**config.mk**
```make
export PLATFORM = sky130hd
export DESIGN_NAME = ifetch_req_ctrl
export DESIGN_NICKNAME = d
export VERILOG_FILES = /design/src/rtl/ifetch_req_ctrl.sv
export SDC_FILE = /design/constraint.sdc
export NUM_CORES = 1
export LEC_CHECK = 0
export BUFFER_PORTS_ARGS = -buffer_cell sky130_fd_sc_hd__buf_2
export CAP_MARGIN = 40
export CORE_AREA = 4 4 109 111
export DETAILED_ROUTE_END_ITERATION = 8
export DIE_AREA = 0 0 113 115
export PLACE_DENSITY = 0.85
export SYNTH_ARGS = -nofsm -noshare
export SYNTH_HDL_FRONTEND = slang
export SYNTH_SLANG_ARGS = --single-unit
```
**constraint.sdc**
```tcl
create_clock -name clk -period 6.2 [get_ports clk]
set_input_delay 0.31 -clock clk [delete_from_list [all_inputs] [get_ports clk]]
set_output_delay 0.31 -clock clk [all_outputs]
set_load 0.05 [all_outputs]
```
**src/rtl/ifetch_req_ctrl.sv**
```systemverilog
`timescale 1ns/1ps
// Pre-IF fetch sequencer: owns the instruction bus, one request in flight, drops stale returns on redirect.
// Latency: addr_ok in T, data_ok in T+1 -> to_if_valid in T+2; holds the instruction while IF stalls.
module ifetch_req_ctrl #(
    parameter logic [31:0] PC_RESET = 32'h1c000000
) (
    input  logic        clk,
    input  logic        rst,
    input  logic        redirect_valid,
    input  logic [31:0] redirect_pc,
    input  logic        if_allow_in,
    output logic        inst_sram_req,
    output logic [31:0] inst_sram_addr,
    input  logic        inst_sram_addr_ok,
    input  logic        inst_sram_data_ok,
    input  logic [31:0] inst_sram_rdata,
    output logic        to_if_valid,
    output logic [31:0] to_if_pc,
    output logic [31:0] to_if_inst
);

    typedef enum logic [1:0] {
        S_REQ  = 2'd0,
        S_WAIT = 2'd1,
        S_HOLD = 2'd2
    } state_t;

    state_t      state_q, state_d;
    logic [31:0] req_pc_q, req_pc_d;
    logic [31:0] next_pc_q, next_pc_d;
    logic        discard_q, discard_d;
    logic [31:0] out_pc_q, out_pc_d;
    logic [31:0] out_inst_q, out_inst_d;

    always_ff @(posedge clk) begin
        if (rst) begin
            state_q    <= S_REQ;
            req_pc_q   <= PC_RESET;
            next_pc_q  <= PC_RESET;
            discard_q  <= 1'b0;
            out_pc_q   <= 32'd0;
            out_inst_q <= 32'd0;
        end else begin
            state_q    <= state_d;
            req_pc_q   <= req_pc_d;
            next_pc_q  <= next_pc_d;
            discard_q  <= discard_d;
            out_pc_q   <= out_pc_d;
            out_inst_q <= out_inst_d;
        end
    end

    always_comb begin
        state_d    = state_q;
        req_pc_d   = req_pc_q;
        next_pc_d  = next_pc_q;
        discard_d  = discard_q;
        out_pc_d   = out_pc_q;
        out_inst_d = out_inst_q;

        case (state_q)
            S_REQ: begin
                // req_pc stays on the bus until accepted; a redirect only retargets what follows
                if (inst_sram_addr_ok) begin
                    state_d = S_WAIT;
                    if (redirect_valid) begin
                        next_pc_d = redirect_pc;
                        discard_d = 1'b1;
                    end else if (!discard_q) begin
                        next_pc_d = req_pc_q + 32'd4;
                    end
                end else if (redirect_valid) begin
                    next_pc_d = redirect_pc;
                    discard_d = 1'b1;
                end
            end

            S_WAIT: begin
                if (inst_sram_data_ok) begin
                    if (discard_q || redirect_valid) begin
                        discard_d = 1'b0;
                        state_d   = S_REQ;
                        if (redirect_valid) begin
                            req_pc_d  = redirect_pc;
                            next_pc_d = redirect_pc;
                        end else begin
                            req_pc_d = next_pc_q;
                        end
                    end else begin
                        out_pc_d   = req_pc_q;
                        out_inst_d = inst_sram_rdata;
                        state_d    = S_HOLD;
                    end
                end else if (redirect_valid) begin
                    next_pc_d = redirect_pc;
                    discard_d = 1'b1;
                end
            end

            S_HOLD: begin
                // the buffered word is younger than any redirecting instruction, so redirect wins
                if (redirect_valid) begin
                    req_pc_d  = redirect_pc;
                    next_pc_d = redirect_pc;
                    state_d   = S_REQ;
                end else if (if_allow_in) begin
                    req_pc_d = next_pc_q;
                    state_d  = S_REQ;
                end
            end

            default: begin
                state_d = S_REQ;
            end
        endcase
    end

    assign inst_sram_req  = (state_q == S_REQ) && !rst;
    assign inst_sram_addr = req_pc_q;
    assign to_if_valid    = (state_q == S_HOLD) && !redirect_valid;
    assign to_if_pc       = out_pc_q;
    assign to_if_inst     = out_inst_q;

endmodule
```
# [After elaboration in Yosys (flattened, before gate mapping)]
# Index checks and enable logic that the tools add are counted.
[word_totals] inputBits=70 regBits=131 elab_cells=51
[op_classes] eq_ne=8 mux=21 bitwise_logic=1 n_addsub=1 n_reduce_logical=14
[op_table] cell="two-way mux 32 bit" count=9
[op_table] cell="case mux 32 bit (3 select lines)" count=1
[op_table] cell="case mux 32 bit (2 select lines)" count=1
[op_table] cell="adder 32 x 3 -> 32 bit (second input constant)" count=1
[op_table] cell="two-way mux 2 bit" count=5
[op_table] cell="AND reduction 3 bit" count=3
[op_table] cell="!= test 2 bit (second input constant)" count=3
[op_table] cell="!= test 3 bit (second input constant)" count=2
[op_table] cell="case mux 2 bit (3 select lines)" count=1
[op_table] cell="!= test 4 bit (second input constant)" count=1
[op_table] cell="AND reduction 4 bit" count=1
[op_table] cell="nonzero test 2 bit" count=2
[op_table] cell="two-way mux 1 bit" count=3
[op_table] cell="nonzero test 3 bit" count=1
[op_table] cell="== test 2 x 1 -> 1 bit (second input constant)" count=1
[op_table] cell="== test 2 bit (second input constant)" count=1
[op_table] cell="logical AND 1 bit" count=2
[op_table] cell="zero test 1 bit" count=2
[op_table] cell="zero test 2 bit" count=1
[op_table] cell="case mux 1 bit (2 select lines)" count=1
[op_table] cell="AND reduction 2 bit" count=1
[op_table] cell="logical OR 1 bit" count=1
[op_table] cell="NOT 1 bit" count=1

# [Longest topological paths before layout]
# Gate-level depths: netlist of run 1.
[depth] depth_word=5 ltp_mapped=10 depth_no_buf=7

# [Worst setup path after synthesis of run 1]
# Ideal clock, no wire load.
[synth_timing] path_type="register to register" startpoint="register req_pc_q[4], in the netlist inst_sram_addr[4]" endpoint="register next_pc_q[28]" setup_slack_ns=3.819 n_path_buf=1 path_stages_with_launch=7 t_arrival_ns=2.259 cell_sequence="dfxtp_1 > clkbuf_8 > and4_2 > nand4_4 > or4_4 > xnor2_2 > a221o_1"
[synth_between] elab_chain_cells=5
[synth_lines] item="start: declaration" line_no="29" source="logic [31:0] req_pc_q, req_pc_d;"
[synth_lines] item="start signal: assignment" line_no="45" source="req_pc_q <= req_pc_d;"
[synth_lines] item="adder 32 x 3 -> 32 bit" line_no="70" source="next_pc_d = req_pc_q + 32'd4;"
[synth_lines] item="two-way mux 32 bit" line_no="69" source="end else if (!discard_q) begin"
[synth_lines] item="two-way mux 32 bit" line_no="66" source="if (redirect_valid) begin"
[synth_lines] item="two-way mux 32 bit" line_no="64" source="if (inst_sram_addr_ok) begin"
[synth_lines] item="case mux 32 bit (3 select lines)" line_no="61" source="case (state_q)"
[synth_lines] item="end signal: assignment" line_no="46" source="next_pc_q <= next_pc_d;"
[synth_lines] item="end: declaration" line_no="30" source="logic [31:0] next_pc_q, next_pc_d;"
# No other way between the ends. The select of a mux whose other input is x is not followed.
# A chain may end at the register's enable or synchronous reset.

# [Worst setup path in the final report of run 1]
[layout_timing] startpoint="input port redirect_valid" endpoint="register next_pc_q[26]"
[layout_between] elab_chain_cells=4 word_cells_on_any_way=10 classes_between="eq/ne (2); mux (6); reduce/logical (2)"
[layout_lines] item="start: declaration" line_no="9" source="input logic redirect_valid,"
[layout_lines] item="two-way mux 32 bit (3 in series)"
[layout_lines] item="case mux 32 bit (3 select lines)" line_no="61"
# Parallel ways exist; a longest one is shown, timed or not. The select of a mux whose other input is x is not followed.

==> metrics, run 1 <==
buffers inserted by post-CTS timing repair=0; part of the cycle the worst path needs=45.9%; RSZ-0062 raised after global routing=false; EDFF count, synth=0; drt initial violations=512; core footprint=10800 µm²; result of the run=finished clean; fraction of the mapped netlist area in adder cells=0.816%; htree depth=4; detailed-placement wirelength estimate=10900 µm; number of buffer cells added on primary ports=167; basic-gate share of the synthesized area counting and, or, nand and nor cells=19.7%; standard-cell row count=38; cts bufs inserted=17; Via Count=5711; effective utilization at floorplan=56.8%; number of pins exceeding their max-slew limit in the final report=0; share of power burned in registers=39.7%; via count of the first global-routing pass=5228; antenna cells=0; Min Clock Period, post-route=2.85 ns; Max clock buf depth=2; vias per cell=5.80; Top FF cell, synth=sky130_fd_sc_hd__dfxtp_1; number of nets with antenna violations after routing=0; NetSw=0.797 mW; aggregate global-route resource usage=24.9%; post-cts hold buffer count=0; leakage power summed over all cells=3.04 nW; IR drop worst, VDD=242 µV; tightest slew margin relative to the limit=35.8%; CP Launch Type=primary input; power density over cell area=332 nW/µm²; chip width=113 µm; Synthesis Warnings=0; # clock sinks=131; measured slew at the worst slew-check pin=0.961 ns; P_int=1.69 mW; Setup Skew=0.00659 ns; kind of critical path=primary input to register; number of endpoints failing setup at the final stage=0; Critical Path AT=3.25 ns; Root Buffer Master=sky130_fd_sc_hd__clkbuf_8; share of total power in combinational logic=19.2%; overall overflow remaining after global route=0; accumulated negative setup slack=0 ns; layout cells sized above 1=30.3%; Req. time, crit path=6.60 ns; peak fanout along the critical path=69; net total in the final layout=905; worst hold-check path type=primary input to register; clock-pin slew reported for the worst setup and hold paths after clock tree synthesis=0.06 ns; global-route wire length before repair=26600 µm; largest family of logic cells by synthesized area=compound AO/OA/AOI/OAI gates; Mapped Avg Cell Area=8.82 µm²; share of power burned in the clock network=41.1%; largest area contributor in the netlist=sky130_fd_sc_hd__dfxtp_1; number of antenna violations at the first check in global routing=0; compound-gate portion of the synthesized area=21.3%; clk_lat worst skew=0.51 ns; library cells used by synthesis=60; Residual DRC=0; part of the Yosys area used for sequential elements=42.8%; DRT Wirelength=16400 µm; floorplan die area=13000 µm²; TritonCTS clock tree=built; total standard cell area after synthesis=6130 µm²; largest net degree at the start of global routing=71; Sw Share=32.1%; maximum achievable frequency=351 MHz; cell types with the largest area share after synthesis=sky130_fd_sc_hd__dfxtp_1, sky130_fd_sc_hd__nand2_1, sky130_fd_sc_hd__a211oi_2, sky130_fd_sc_hd__a21oi_1, sky130_fd_sc_hd__mux2i_1; fraction of synthesized cell area in xor and xnor cells=3.82%; post-CTS sizing=0; synthesized netlist net count=769; Pre-Repair DR Iteration Count=6; final hold viol count=0; average wire length per cell after detail routing=16.7 µm; boundary pin count=168; synthesis-to-layout area growth=22.1%; fraction of synthesized cell area taken by the top area cell type=42.8%; max-capacitance violation count=0; share of synthesized registers carrying an async set or reset=0%; post-synthesis register bit count=131; final weighted congestion in routability-driven placement=0.819; element type at the critical path end=register; y dimension of the die=115 µm; final-layout worst hold slack=0.0264 ns; Synth Instances=695; mux cell area share after synthesis=5.55%
layout make-up:
type	instances	area (µm²)
timing repair buffer	172	888
multi-input combinational	500	3160
clock inverter	13	174
fill	840	3310
inverter	9	33.8
tap	140	175
clock buffer	19	432
sequential	131	2620
metrics by stage:
step	setup WS, ns	instances	power, mW	instance area (µm²)	utilization, %
after global routing	3.09	984	2.59	7490	69.4
after CTS	3.37	984	2.49	7490	69.4
after global placement	2.63	951	1.46	6860	63.6
after detailed placement	2.85	952	1.47	6880	63.8
final	3.35	984	2.48	7490	69.4
after floorplan	3.82	695	1.37	6130	-
sequential cells by signal, summed over array words and instances, names as in the netlist:
register        count
to_if_inst         32
inst_sram_addr     32
discard_q           1
to_if_pc           32
state_q             2
next_pc_q          32
Yosys cell counts, types with 12 or more instances:
cell,instances
sky130_fd_sc_hd__a21oi_1,71
sky130_fd_sc_hd__o22ai_1,20
sky130_fd_sc_hd__a211oi_2,29
sky130_fd_sc_hd__a32oi_1,14
sky130_fd_sc_hd__clkbuf_1,37
sky130_fd_sc_hd__nand2_1,142
sky130_fd_sc_hd__xor2_1,12
sky130_fd_sc_hd__mux2i_1,34
sky130_fd_sc_hd__dfxtp_1,131
sky130_fd_sc_hd__nor2_1,52
power by group through the flow:
stage | combinational [mW] | sequential (mW) | clock (mW)
4_1_cts | 0.477 | 0.984 | 1.03
6_report | 0.477 | 0.986 | 1.02
3_5_place_dp | 0.473 | 1.00 | 0
3_3_place_gp | 0.464 | 1.00 | 0
2_1_floorplan | 0.267 | 1.10 | 0
5_1_grt | 0.516 | 0.994 | 1.08
placed cells by master (no fill, tap or decap), drive strengths merged, types with 14 or more instances in the layout:
cell | netlist | final
buf | 15 | 172
nand2 | 142 | 142
dfxtp | 131 | 131
a21oi | 71 | 71
nor2 | 52 | 52
a211oi | 40 | 40
mux2i | 34 | 34
o22ai | 20 | 20
clkbuf | 40 | 19
a32oi | 14 | 14
metal layers:
| layer | part of all wire, % | up-vias | track usage (%) |
|---|---|---|---|
| met5 | 0 | - | 0 |
| li1 | - | 2740 | - |
| met1 | 41 | 2686 | 33.3 |
| met2 | 49 | 246 | 40.1 |
| met4 | 2.0 | 0 | 8.33 |
| met3 | 7.6 | 39 | 5.68 |
final timing paths:
path | startpoint | end | slack (ns) | cells past startpoint
worst max-delay path | redirect_valid | next_pc_q[26] | 3.35 | 7
worst min-delay path | inst_sram_rdata[5] | to_if_inst[5] | 0.03 | 3
worst max register to register | state_q[1] | next_pc_q[26] | 3.41 | 7
worst min register to register | to_if_pc[28] | to_if_pc[28] | 0.45 | 2
cell families (layout without fill, tap and decap cells):
| logic type | Yosys count | in the layout |
|---|---|---|
| and+or+nand+nor | 261 | 261 |
| AOI/OAI and AO/OA | 176 | 176 |
| DFF | 131 | 131 |
| buffers and inverters | 64 | 213 |
| muxes | 34 | 34 |
| xor gates and xnor gates | 25 | 25 |
| adders and majority gates | 4 | 4 |
worst max-delay path, stage by stage:
cell	delay, ns
sky130_fd_sc_hd__buf_2	0.07
sky130_fd_sc_hd__buf_4	0.69
sky130_fd_sc_hd__nand4bb_4	0.40
sky130_fd_sc_hd__buf_12	0.28
sky130_fd_sc_hd__and3_1	0.71
sky130_fd_sc_hd__o21ai_4	0.33
sky130_fd_sc_hd__a221o_1	0.43
(Power assumes the default switching activity.)
==> run 2: changes to the inputs <==
CORE_AREA = 4 4 113 115   (was 4 4 109 111)
DIE_AREA = 0 0 117 119   (was 0 0 113 115)
PLACE_DENSITY = 0.79   (was 0.85)
clock period = 2.95 ns   (was 6.2 ns; I/O delays follow)
==> run 2 against run 1 <==
  * Worst setup slack worse by 3.0 ns
  * Global-route usage shrank 0.089 points
  * Worst hold slack worse by 0.0025 ns
  * Highest routed layer unchanged
==> metrics, run 2 (same netlist as run 1, synthesis figures left out) <==
Critical Path AT=2.91 ns; cts bufs inserted=17; overall overflow remaining after global route=0; aggregate global-route resource usage=24.8%; Root Buffer Master=sky130_fd_sc_hd__clkbuf_16; Slowest-stage cell, CP=sky130_fd_sc_hd__and3_1; number of antenna violations at the first check in global routing=0; instance count on the critical path=7; worst hold-check path type=primary input to register; clock-pin slew reported for the worst setup and hold paths after clock tree synthesis=0.05 ns; number of pins exceeding their max-slew limit in the final report=0; vias per cell=5.68; Pre-Repair DR Iteration Count=8; TritonCTS clock tree=built; htree depth=4; maximum achievable frequency=378 MHz; Max clock buf depth=2; final weighted congestion in routability-driven placement=0.828; via count of the first global-routing pass=5480; floorplan die area=13900 µm²; number of buffer cells added on primary ports=167; fin cells=1025; kind of critical path=register to register; DRT Wirelength=17600 µm; critical path's largest stage delay=0.74 ns; Min Clock Period, post-route=2.65 ns; measured slew at the worst slew-check pin=0.824 ns; Via Count=5821; detailed-placement wirelength estimate=11200 µm; area of all placed cells without fillers=7840 µm²; boundary pin count=168; element type at the critical path end=register; hold-critical path depth=2; largest net degree at the start of global routing=65; Setup Skew=0.00623 ns; global-route wire length before repair=27400 µm; net total in the final layout=940; IR drop worst, VDD=367 µV; # clock sinks=131; most common cell after layout, fill and taps aside=sky130_fd_sc_hd__buf_2; layout cells sized above 1=29.0%; Req. time, crit path=3.22 ns; part of the cycle the worst path needs=89.7%; number of endpoints failing setup at the final stage=0; commonest cells after routing, fill and taps aside=sky130_fd_sc_hd__buf_2, sky130_fd_sc_hd__nand2_1, sky130_fd_sc_hd__dfxtp_1; clk_lat worst skew=0.41 ns; drt initial violations=469; average wire length per cell after detail routing=17.1 µm; cell area after placement=6930 µm²; chip width=117 µm; final-layout worst hold slack=0.0239 ns; placed cell count=962; number of fill cells in the layout=1002; FF-to-FF path depth=7; max-capacitance violation count=0; RSZ-0062 raised after global routing=false; final hold viol count=0; synthesis-to-layout area growth=27.9%; accumulated negative setup slack=0 ns; standard-cell row count=40; core footprint=11800 µm²; y dimension of the die=119 µm; count of buffering cells on the critical path with inverters included=1; total design power=5.22 mW; family of cells with the greatest summed delay on the critical path=simple AND/OR/NAND/NOR gates; power density over cell area=666 nW/µm²; peak fanout along the critical path=19; result of the run=finished clean; cell-by-cell trace of the critical path=inv_1 -> ha_1 -> or3_1 -> and3_1 -> o21ai_4 -> a32oi_1 -> o22ai_1; CP Launch Type=register; tightest slew margin relative to the limit=45.0%; number of nets with antenna violations after routing=0; Residual DRC=0; effective utilization at floorplan=51.9%; leakage power summed over all cells=3.18 nW; buffers inserted by post-CTS timing repair=0
-- run 2: worst reg2reg max path, cell delays in order, from the launching register on --
cell and delay (ns):
sky130_fd_sc_hd__dfxtp_1 0.32, sky130_fd_sc_hd__inv_1 0.08, sky130_fd_sc_hd__ha_1 0.31, sky130_fd_sc_hd__or3_1 0.28
sky130_fd_sc_hd__and3_1 0.74, sky130_fd_sc_hd__o21ai_4 0.34, sky130_fd_sc_hd__a32oi_1 0.30, sky130_fd_sc_hd__o22ai_1 0.11
-- run 2: repair_timing --
item / CTS / global route
gates resized for setup: 0 / 0
hold endpoints to repair: 32 / 0
hold buffers: 32 / 0
setup endpoints to repair: 0 / 0
-- run 2: layout make-up --
class / instances / area, µm² / area share [%]
clock inverter: 3 / 67.6 / 0.862
inverter: 9 / 33.8 / 0.431
antenna: 1 / 2.50 / 0.0319
clock buffer: 27 / 523 / 6.67
tap: 147 / 184 / 2.35
multi-input combinational: 500 / 3160 / 40.3
timing repair buffer: 207 / 1240 / 15.9
sequential: 131 / 2620 / 33.5
-- run 2: report_power, final --
group          leakage [nW]  switching [mW]  internal (mW)
combinational          1.83           0.699          0.355
clock                 0.286           0.728           1.37
sequential             1.07           0.166           1.90
total                  3.18            1.59           3.63
-- run 2: final timing paths --
check / from / to / slack, ns
setup / recovery: state_q[1] / next_pc_q[18] / 0.30
hold / removal: inst_sram_data_ok / discard_q / 0.02
setup reg to reg: state_q[1] / next_pc_q[18] / 0.30
hold reg to reg: to_if_pc[4] / to_if_pc[4] / 0.45
-- run 2: per-stage QoR --
stage,util (%),setup WS (ns)
5_1_grt,66.3,0.191
6_report,66.4,0.304
3_5_place_dp,58.6,0.384
2_1_floorplan,-,0.569
3_3_place_gp,58.6,0.415
4_1_cts,66.3,0.346
-- run 2: routing by layer --
| layer | part of all wire [%] | GRT usage [%] | wire length, µm | vias up |
|---|---|---|---|---|
| li1 | - | - | - | 2799 |
| met1 | 42 | 31.1 | 7370 | 2754 |
| met2 | 48 | 39.2 | 8490 | 217 |
| met3 | 5.4 | 5.79 | 952 | 51 |
| met4 | 4.3 | 13.3 | 758 | 0 |
| met5 | 0 | 0 | 0 | - |
